## src/rtl/display_arbiter.sv

```systemverilog
// display_arbiter: round-robin owner of the six-digit seven-segment Output block.
// Strobes the owner's snapshot onto Output, then holds it for a minimum display time.
module display_arbiter #(
  parameter int          NUM_REQ       = 4,
  parameter logic [31:0] STROBE_CYCLES = 32'h10000,
  parameter logic [31:0] HOLD_CYCLES   = 32'h02FAF080
) (
  input  logic                  i_SYS_CLOCK,
  input  logic                  i_RESET,
  input  logic [NUM_REQ-1:0]    i_REQ,
  input  logic [NUM_REQ*24-1:0] i_REQ_DATA,
  input  logic                  i_CLEAR_REQ,
  output logic [NUM_REQ-1:0]    o_GNT,
  output logic [31:0]           o_BUS,
  output logic                  o_READ_BUS,
  output logic                  o_CLEAR_n,
  output logic                  o_BUSY
);
  localparam int IW = $clog2(NUM_REQ);
  typedef enum logic [1:0] {IDLE, LOAD, HOLD} state_t;
  state_t state, state_n;
  logic [IW-1:0] ptr, ptr_n, own, own_n, nxt_ptr, base, win, go_idx;
  logic [31:0] cnt, cnt_n, bus_n;
  logic [NUM_REQ-1:0] gnt_n;
  logic [23:0] own_data;
  logic rd_n, clr_n, clr_q, found, go, refresh;

  // lowest offset from b (with wrap) that is requesting; MSB flags a hit
  function automatic logic [IW:0] pick(input logic [NUM_REQ-1:0] req, input logic [IW-1:0] b);
    logic [IW:0] r;
    r = '0;
    for (int k = NUM_REQ - 1; k >= 0; k--)
      if (req[(int'(b) + k) % NUM_REQ]) r = {1'b1, IW'((int'(b) + k) % NUM_REQ)};
    return r;
  endfunction

  assign nxt_ptr  = (own == IW'(NUM_REQ - 1)) ? '0 : own + 1'b1;
  assign base     = (state == HOLD) ? nxt_ptr : ptr;
  assign {found, win} = pick(i_REQ, base);
  assign own_data = i_REQ_DATA[24*int'(own) +: 24];
  // owner may only refresh its value when nobody else is waiting
  assign refresh  = i_REQ[own] && (own_data != o_BUS[23:0]) && !(|(i_REQ & ~o_GNT));

  always_comb begin
    state_n = state;
    ptr_n   = ptr;
    own_n   = own;
    cnt_n   = cnt;
    gnt_n   = o_GNT;
    bus_n   = o_BUS;
    rd_n    = o_READ_BUS;
    clr_n   = 1'b1;
    go      = 1'b0;
    go_idx  = win;
    case (state)
      IDLE: go = found;
      LOAD: begin
        cnt_n = cnt - 32'd1;
        if (cnt == '0) begin
          rd_n    = 1'b0;
          state_n = HOLD;
          cnt_n   = HOLD_CYCLES - 32'd1;
        end
      end
      default: begin
        cnt_n = cnt - 32'd1;
        if (cnt == '0) begin
          ptr_n   = nxt_ptr;
          go      = found;
          state_n = found ? LOAD : IDLE;
          gnt_n   = '0;
        end else if (refresh) begin
          go     = 1'b1;
          go_idx = own;
        end
      end
    endcase
    if (go) begin
      state_n = LOAD;
      own_n   = go_idx;
      gnt_n   = NUM_REQ'(1) << go_idx;
      bus_n   = {8'h00, i_REQ_DATA[24*int'(go_idx) +: 24]};
      rd_n    = 1'b1;
      cnt_n   = STROBE_CYCLES - 32'd1;
    end
    // clear wins over everything; the low pulse fires only on the rising edge of the request
    if (i_CLEAR_REQ) begin
      state_n = IDLE;
      ptr_n   = ptr;
      own_n   = own;
      cnt_n   = '0;
      gnt_n   = '0;
      bus_n   = '0;
      rd_n    = 1'b0;
      clr_n   = clr_q;
    end
  end

  always_ff @(posedge i_SYS_CLOCK or posedge i_RESET) begin
    if (i_RESET) begin
      state      <= IDLE;
      ptr        <= '0;
      own        <= '0;
      cnt        <= '0;
      clr_q      <= 1'b0;
      o_GNT      <= '0;
      o_BUS      <= '0;
      o_READ_BUS <= 1'b0;
      o_CLEAR_n  <= 1'b1;
      o_BUSY     <= 1'b0;
    end else begin
      state      <= state_n;
      ptr        <= ptr_n;
      own        <= own_n;
      cnt        <= cnt_n;
      clr_q      <= i_CLEAR_REQ;
      o_GNT      <= gnt_n;
      o_BUS      <= bus_n;
      o_READ_BUS <= rd_n;
      o_CLEAR_n  <= clr_n;
      o_BUSY     <= (state_n != IDLE);
    end
  end
endmodule

```

## config.mk

```make
export PLATFORM = sky130hd
export DESIGN_NAME = display_arbiter
export DESIGN_NICKNAME = d
export VERILOG_FILES = /design/src/rtl/display_arbiter.sv
export SDC_FILE = /design/constraint.sdc
export NUM_CORES = 1
export LEC_CHECK = 0
export BUFFER_PORTS_ARGS = -buffer_cell sky130_fd_sc_hd__buf_2
export CAP_MARGIN = 20
export CELL_PAD_IN_SITES_DETAIL_PLACEMENT = 0
export CELL_PAD_IN_SITES_GLOBAL_PLACEMENT = 1
export CORE_MARGIN = 4
export CORE_UTILIZATION = 33
export DETAILED_ROUTE_END_ITERATION = 12
export PLACE_DENSITY_LB_ADDON = 0.1
export SYNTH_ARGS = -nofsm -noshare
export SYNTH_HDL_FRONTEND = slang
export SYNTH_SLANG_ARGS = --single-unit
```

## constraint.sdc

```tcl
create_clock -name i_SYS_CLOCK -period 4.1 [get_ports i_SYS_CLOCK]
set_clock_uncertainty 0.05 [all_clocks]
set_input_delay 0.615 -clock i_SYS_CLOCK [delete_from_list [all_inputs] [get_ports i_SYS_CLOCK]]
set_output_delay 0.615 -clock i_SYS_CLOCK [all_outputs]
set_load 0.02 [all_outputs]
```

==> summary.md, run 1 <==
| Metric | Value |
|---|---|
| DIE WIDTH | 129.7 um |
| Initial Util | 33.64% |
| Yosys top cell area share | 35.31% |
| PD cells | 363.3 nW/um^2 |
| Clock share of power | 35.5% |
| Total GRT Usage | 18.03% |
| Synth Flop Type | dfrtp_1 |
| Root Buffer | clkbuf_16 |
| Nets@finish | 707 |
| Hold crit path type | in -> async |
| P_int | 1511 uW |
| Req. time, crit path | 4.29 ns |
| Clock Latency Late Sink | 0.34 ns |
| Cell Rows | 44 |
| Pleak | 0.002863 uW |
| Initial antenna violation count | 0 |
| Sequential area share after synthesis | 35.85% |
| Crit Path Category | reg -> reg |
| Final hold violations | 0 |
| Final Cycle Share | 90.14% |
| CTS H-tree lvls | 3 |
| Synth Instances | 474 |
| Post-CTS Hold Fix Bufs | 0 |
| Critical Path Fanout Max | 24 |
| Slew HR | 29.38% |
| Hpwl dp | 11070 um |
| Setup TNS | 0 ns |
| Die H | 129.7 um |
| RSZ-0062 raised after global routing | no |
| Synth warnings | 0 |
| Top post-synthesis cells by count | dfrtp_1, mux2i_1, nor2_1, a21oi_1, nand3_1 |
| Drt wl/cell | 19.07 um |
| Final core occ | 41.66% |
| Sequential share of power | 36.3% |
| Initial drt markers | 291 |
| PostCTS Resize Cnt | 0 |
| Status | complete, no violations |
| Critical path arrival | 3.88 ns |
| Area leader, netlist | dfrtp_1 |
| Largest net degree at the start of global routing | 51 |
| Final Wtd Congestion | 0.8197 |
| IO Pins | 142 |
| Max VDD drop | 251.0 uV |
| Mean instance size in the synthesized netlist | 10.32 um^2 |
| Reg2Reg Launch Point | cnt[24] |
| Via density | 5.546 |
| Most common cell in the netlist | dfrtp_1 |
| Switching Share | 31.28% |
| Synth area leaders | dfrtp_1, mux4_2, mux2i_1, o221ai_1, xor2_1 |
| Achievable Freq | 0.2706 GHz |
| CP endpoint kind | flip-flop |
| Vias | 4381 |
| Critical Path Start | cnt[24] |
| Global-route wire length before repair | 23600 um |
| Synthesized cell area | 4890 um^2 |
| Gr ovfl total | 0 |
| Worst slew pin tran | 1.058 ns |
| Setup repair bufs after CTS | 0 |
| Routed WL | 15070 um |
| Inserted Clock Buffers | 9 |
| Fraction of registers with async set/reset | 100.0% |
| Startpoint Class | flip-flop |
| Max Cap Violations | 0 |
| Clock Path Buffers | 2 |
| Final antenna-violating net count | 0 |
| Final Total Pwr | 2200 uW |
| Share of post-route cells with drive strength above 1 | 33.33% |
| Post-route minimum period | 3.696 ns |
| Core Box Area | 14530 um^2 |
| Slew Viols, Final | 0 |
| Comb power frac | 28.2% |
| Clock Sinks | 70 |
| Number of flops mapped to enable cells by yosys | 0 |
| Buffers added on ports | 133 |
| Vias in the first global route | 4390 |
| Worst-path clk slew | 0.06 ns |
| DR pass1 iterations | 4 |
| Unique masters post-synth | 60 |
| DRC | 0 |
| R2R setup slack | 0.40 ns |
| DIE AREA | 16830 um^2 |
| CTS tree | yes |
| Post-synthesis register bit count | 70 |
| Synth-to-Final Area Change | 23.82% |
| Switching Power | 688.1 uW |
| # setup viols final | 0 |
| Ant diodes | 0 |
[logic make-up (layout without fill, tap and decap cells)]
kind of cell,Yosys count,after routing,synth area share [%]
adders and majority gates,2,2,0.5117
muxes,80,80,22.95
DFF,70,70,35.85
AOI/OAI and AO/OA,94,94,13.20
and+or+nand+nor,138,138,14.89
other,1,8,0.07669
xor gates and xnor gates,41,41,7.344
buffers and inverters,48,173,5.169
[area by class of cell]
cell class,instances,area (um^2)
Timing Repair Buffer,148,815.8
Tap cell,184,230.2
Inverter,10,37.54
Sequential cell,70,1754
Clock buffer,11,242.7
Fill cell,1444,8479
Multi-Input combinational cell,363,2927
Clock inverter,4,47.55
[cell usage in the layout, fill, tap and decap left out, types with 8 or more instances in the layout]
cell / synthesis / routed
nand2_1: 18 / 18
conb_1: 1 / 8
nand3_1: 30 / 30
xor2_1: 24 / 24
buf_4: 14 / 12
a21oi_1: 30 / 30
nor3_1: 8 / 8
nor2_1: 31 / 31
mux2i_1: 50 / 50
o221ai_1: 24 / 24
xnor2_1: 17 / 17
dfrtp_1: 69 / 68
inv_1: 9 / 8
buf_2: 10 / 133
nor4_1: 11 / 11
mux4_2: 25 / 25
o21ai_0: 11 / 11
clkbuf_16: 0 / 9
[state kept, by name (all words and copies together) (netlist names)]
signal      flops
ptr             2
o_BUS          24
o_GNT           4
clr_q           1
state           2
own             2
o_READ_BUS      1
o_CLEAR_n       1
o_BUSY          1
cnt            32
[final timing paths]
| kind | end | cells past startpoint |
|---|---|---|
| max reg2reg | o_BUS[15] | 8 |
| max | o_BUS[15] | 8 |
| min reg2reg | o_CLEAR_n | 1 |
| max in group asynchronous | own[0] | 3 |
| min in group i_SYS_CLOCK | o_CLEAR_n | 1 |
| min | o_BUS[14] | 2 |
[worst max-delay path, cell delays in order, from the launching register on]
cell and delay, ns:
dfrtp_1 0.42, or4_1 0.61, or4_1 0.57, or4_1 0.48, a32oi_1 0.36, a211oi_4 0.07
nor2_1 0.30, nand2_2 0.42, o221ai_1 0.31
[metal layers]
layer	track usage (%)	part of all wire [%]
met5	0	0
met4	4.156	1.2
met3	4.748	7.1
met2	30.97	49
met1	22.86	43
[power by group through the flow]
stage / logic, uW / registers [uW] / clock network (uW)
detailed placement: 628 / 812 / 0
CTS: 630 / 800 / 806
floorplan: 395 / 827 / 0
finish: 620 / 799 / 781
global route: 677 / 807 / 840
global placement: 625 / 810 / 0
[per-stage QoR]
step                setup slack (ns)  cell area (um^2)  instances  hold WS, ns
finish                        0.4041              6055        790       0.2304
floorplan                     0.8783              4916        481       0.3601
global route                 0.09993              6055        790       0.2541
global placement              0.4212              5764        775       0.3778
CTS                           0.3927              6055        790       0.2370
detailed placement            0.3995              5764        775       0.3738
(Power assumes the default switching activity.)
==> inputs of run 2 (changes only) <==
--- a/config.mk
+++ b/config.mk
@@ -9,6 +9,7 @@
 export CAP_MARGIN = 20
 export CELL_PAD_IN_SITES_DETAIL_PLACEMENT = 0
 export CELL_PAD_IN_SITES_GLOBAL_PLACEMENT = 1
+export CORE_ASPECT_RATIO = 1.2
 export CORE_MARGIN = 4
 export CORE_UTILIZATION = 33
 export DETAILED_ROUTE_END_ITERATION = 12
==> constraint.sdc (replaced) <==
create_clock -name i_SYS_CLOCK -period 3.9 [get_ports i_SYS_CLOCK]
set_clock_uncertainty 0.05 [all_clocks]
set_input_delay 0.585 -clock i_SYS_CLOCK [delete_from_list [all_inputs] [get_ports i_SYS_CLOCK]]
set_output_delay 0.585 -clock i_SYS_CLOCK [all_outputs]
set_load 0.02 [all_outputs]
==> run 2 against run 1 <==
  * Flip-flop and latch count stayed put
  * Non-clock buffer count is 3 higher
  * Global-route usage is 0.068 points higher
  * Critical path depth is 2 higher
  * Fmax is 1.6% higher
  * Total power is 4.2% higher
  * Worst setup slack worse by 0.14 ns
  * Largest cell class unchanged
  * Highest routed layer unchanged
==> summary.md, run 2 (synthesis results as in run 1) <==
| Metric | Value |
|---|---|
| PD cells | 376.1 nW/um^2 (was 363.3 nW/um^2) |
| Post-CTS Hold Fix Bufs | 0 (unchanged) |
| Worst-path clk slew | 0.05 ns (was 0.06 ns) |
| R2R setup slack | 0.26 ns (was 0.40 ns) |
| Drt wl/cell | 18.44 um (was 19.07 um) |
| Hold crit path type | in -> async (unchanged) |
| IO Pins | 142 (unchanged) |
| Vias | 4328 (was 4381) |
| Buffers added on ports | 133 (unchanged) |
| CTS tree | yes (unchanged) |
| Core Box Area | 14470 um^2 (was 14530 um^2) |
| Top flop regs | cnt (32), o_BUS (24), o_GNT (4) (unchanged) |
| Pleak | 0.002885 uW (was 0.002863 uW) |
| Total GRT Usage | 18.10% (was 18.03%) |
| Via density | 5.350 (was 5.546) |
| Max stage delay on crit path | 0.67 ns (was 0.61 ns) |
| Fillers | 1439 (was 1444) |
| Largest net degree at the start of global routing | 51 (unchanged) |
| Final antenna-violating net count | 0 (unchanged) |
| Reg2Reg Launch Point | own[1] (was cnt[24]) |
| # setup viols final | 0 (unchanged) |
| Die H | 141.3 um (was 129.7 um) |
| Critical path arrival | 3.79 ns (was 3.88 ns) |
| Final core occ | 42.12% (was 41.66%) |
| Footprint of the multi-input gates | 2927 um^2 (unchanged) |
| Global-route wire length before repair | 24430 um (was 23600 um) |
| PostCTS Resize Cnt | 0 (unchanged) |
| Final Cycle Share | 93.27% (was 90.14%) |
| Biggest register | cnt (unchanged) |
| Commonest non-fill, non-tap cell in the layout | buf_2 (unchanged) |
| Largest register FFs | 32 (unchanged) |
| Max Cap Violations | 0 (unchanged) |
| Slew HR | 46.15% (was 29.38%) |
| Post-route minimum period | 3.638 ns (was 3.696 ns) |
| Number of buffers and inverters on the critical path | 2 (was 0) |
| Status | complete, no violations (unchanged) |
| Cell Rows | 48 (was 44) |
| CP endpoint kind | flip-flop (unchanged) |
| Vias in the first global route | 4565 (was 4390) |
| Setup repair bufs after CTS | 0 (unchanged) |
| Root Buffer | clkbuf_16 (unchanged) |
| Share of post-route cells with drive strength above 1 | 33.83% (was 33.33%) |
| Final Wtd Congestion | 0.8093 (was 0.8197) |
| Final hold violations | 0 (unchanged) |
| Most frequent cells in the layout | buf_2, dfrtp_1, mux2i_1 (unchanged) |
| Max VDD drop | 164.0 uV (was 251.0 uV) |
| R2R Path End | o_BUS[14] (was o_BUS[15]) |
| DR pass1 iterations | 4 (unchanged) |
| Register area | 1754 um^2 (unchanged) |
| Req. time, crit path | 4.05 ns (was 4.29 ns) |
| Worst slew pin tran | 0.8048 ns (was 1.058 ns) |
| Crit Path Category | reg -> reg (unchanged) |
| Inserted Clock Buffers | 9 (unchanged) |
| Slew Viols, Final | 0 (unchanged) |
| Ant diodes | 0 (unchanged) |
| Critical Path Fanout Max | 50 (was 24) |
| DIE WIDTH | 119.1 um (was 129.7 um) |
| Worst hold slack | 0.3215 ns (was 0.2304 ns) |
| Nets@finish | 710 (was 707) |
| Final instance area | 6096 um^2 (was 6055 um^2) |
| Initial antenna violation count | 0 (unchanged) |
| DRC | 0 (unchanged) |
| Clock Path Buffers | 2 (unchanged) |
| Clock Latency Late Sink | 0.33 ns (was 0.34 ns) |
| Routed WL | 14920 um (was 15070 um) |
| CTS H-tree lvls | 3 (unchanged) |
| Placed Area | 5807 um^2 (was 5764 um^2) |
| Worst path cell trace | buf_4 -> mux4_2 -> xor2_1 -> nor4_1 -> nand4_1 -> o31a_1 -> mux2i_4 -> buf_12 -> mux2i_1 -> o221ai_1 (was or4_1 -> or4_1 -> or4_1 -> a32oi_1 -> a211oi_4 -> nor2_1 -> nand2_2 -> o221ai_1) |
| Synth-to-Final Area Change | 24.67% (was 23.82%) |
| RSZ-0062 raised after global routing | no (unchanged) |
| Hpwl dp | 11170 um (was 11070 um) |
| Gr ovfl total | 0 (unchanged) |
| Clock Sinks | 70 (unchanged) |
| DIE AREA | 16840 um^2 (was 16830 um^2) |
| Initial drt markers | 181 (was 291) |
| Setup TNS | 0 ns (unchanged) |
| Startpoint Class | flip-flop (unchanged) |
| Achievable Freq | 0.2749 GHz (was 0.2706 GHz) |
| R2R depth | 10 (was 8) |
| Top delay family on crit path | multiplexers (was simple AND/OR/NAND/NOR gates) |
| CP max-delay cell | dfrtp_1 (was or4_1) |
| Initial Util | 33.78% (was 33.64%) |
-- run 2: changes by cell type in the layout (fill, tap and decap cells not counted), sizes merged --
| cell | change |
|---|---|
| buf | +3 |
| clkinv | +2 |
| clkbuf | -1 |
| clkinvlp | -1 |
-- run 2: routing by layer --
metal	GRT usage, %	share of wire, %	up-vias
met5	0	0	-
met4	5.918	1.7	0
met3	3.270	4.5	18
met2	31.94	51	117
met1	22.33	42	2129
li1	-	-	2064
-- run 2: where the power goes --
group | internal, uW | switching (uW)
registers | 780 | 56.1
logic | 299 | 347
clock network | 504 | 307
-- run 2: area by class of cell --
| cell class | instances | share of cell area (%) |
|---|---|---|
| multi-input combinational | 363 | 48.01 |
| sequential | 70 | 28.78 |
| timing repair buffer | 151 | 13.75 |
| tap | 200 | 4.105 |
| clock buffer | 10 | 3.920 |
| clock inverter | 5 | 0.8210 |
| inverter | 10 | 0.6158 |
-- run 2: worst max-delay path by stage --
stage,from,to,slack [ns],depth (start not counted)
6_report,own[1],o_BUS[14],0.26,10
5_1_grt,own[1],o_BUS[11],0.04,10
4_1_cts,own[1],o_BUS[18],0.20,10
3_5_place_dp,own[1],o_BUS[18],0.21,10
3_3_place_gp,own[1],o_BUS[10],0.25,10
2_1_floorplan,own[1],o_BUS[18],0.68,13
-- run 2: through the flow --
step	std cells	worst slack [ns]	total power (uW)
after floorplan	481	0.6783	1285
after global placement	794	0.2546	1502
after detailed placement	794	0.2094	1506
after CTS	809	0.1958	2340
after global routing	809	0.04396	2425
final	809	0.2624	2293
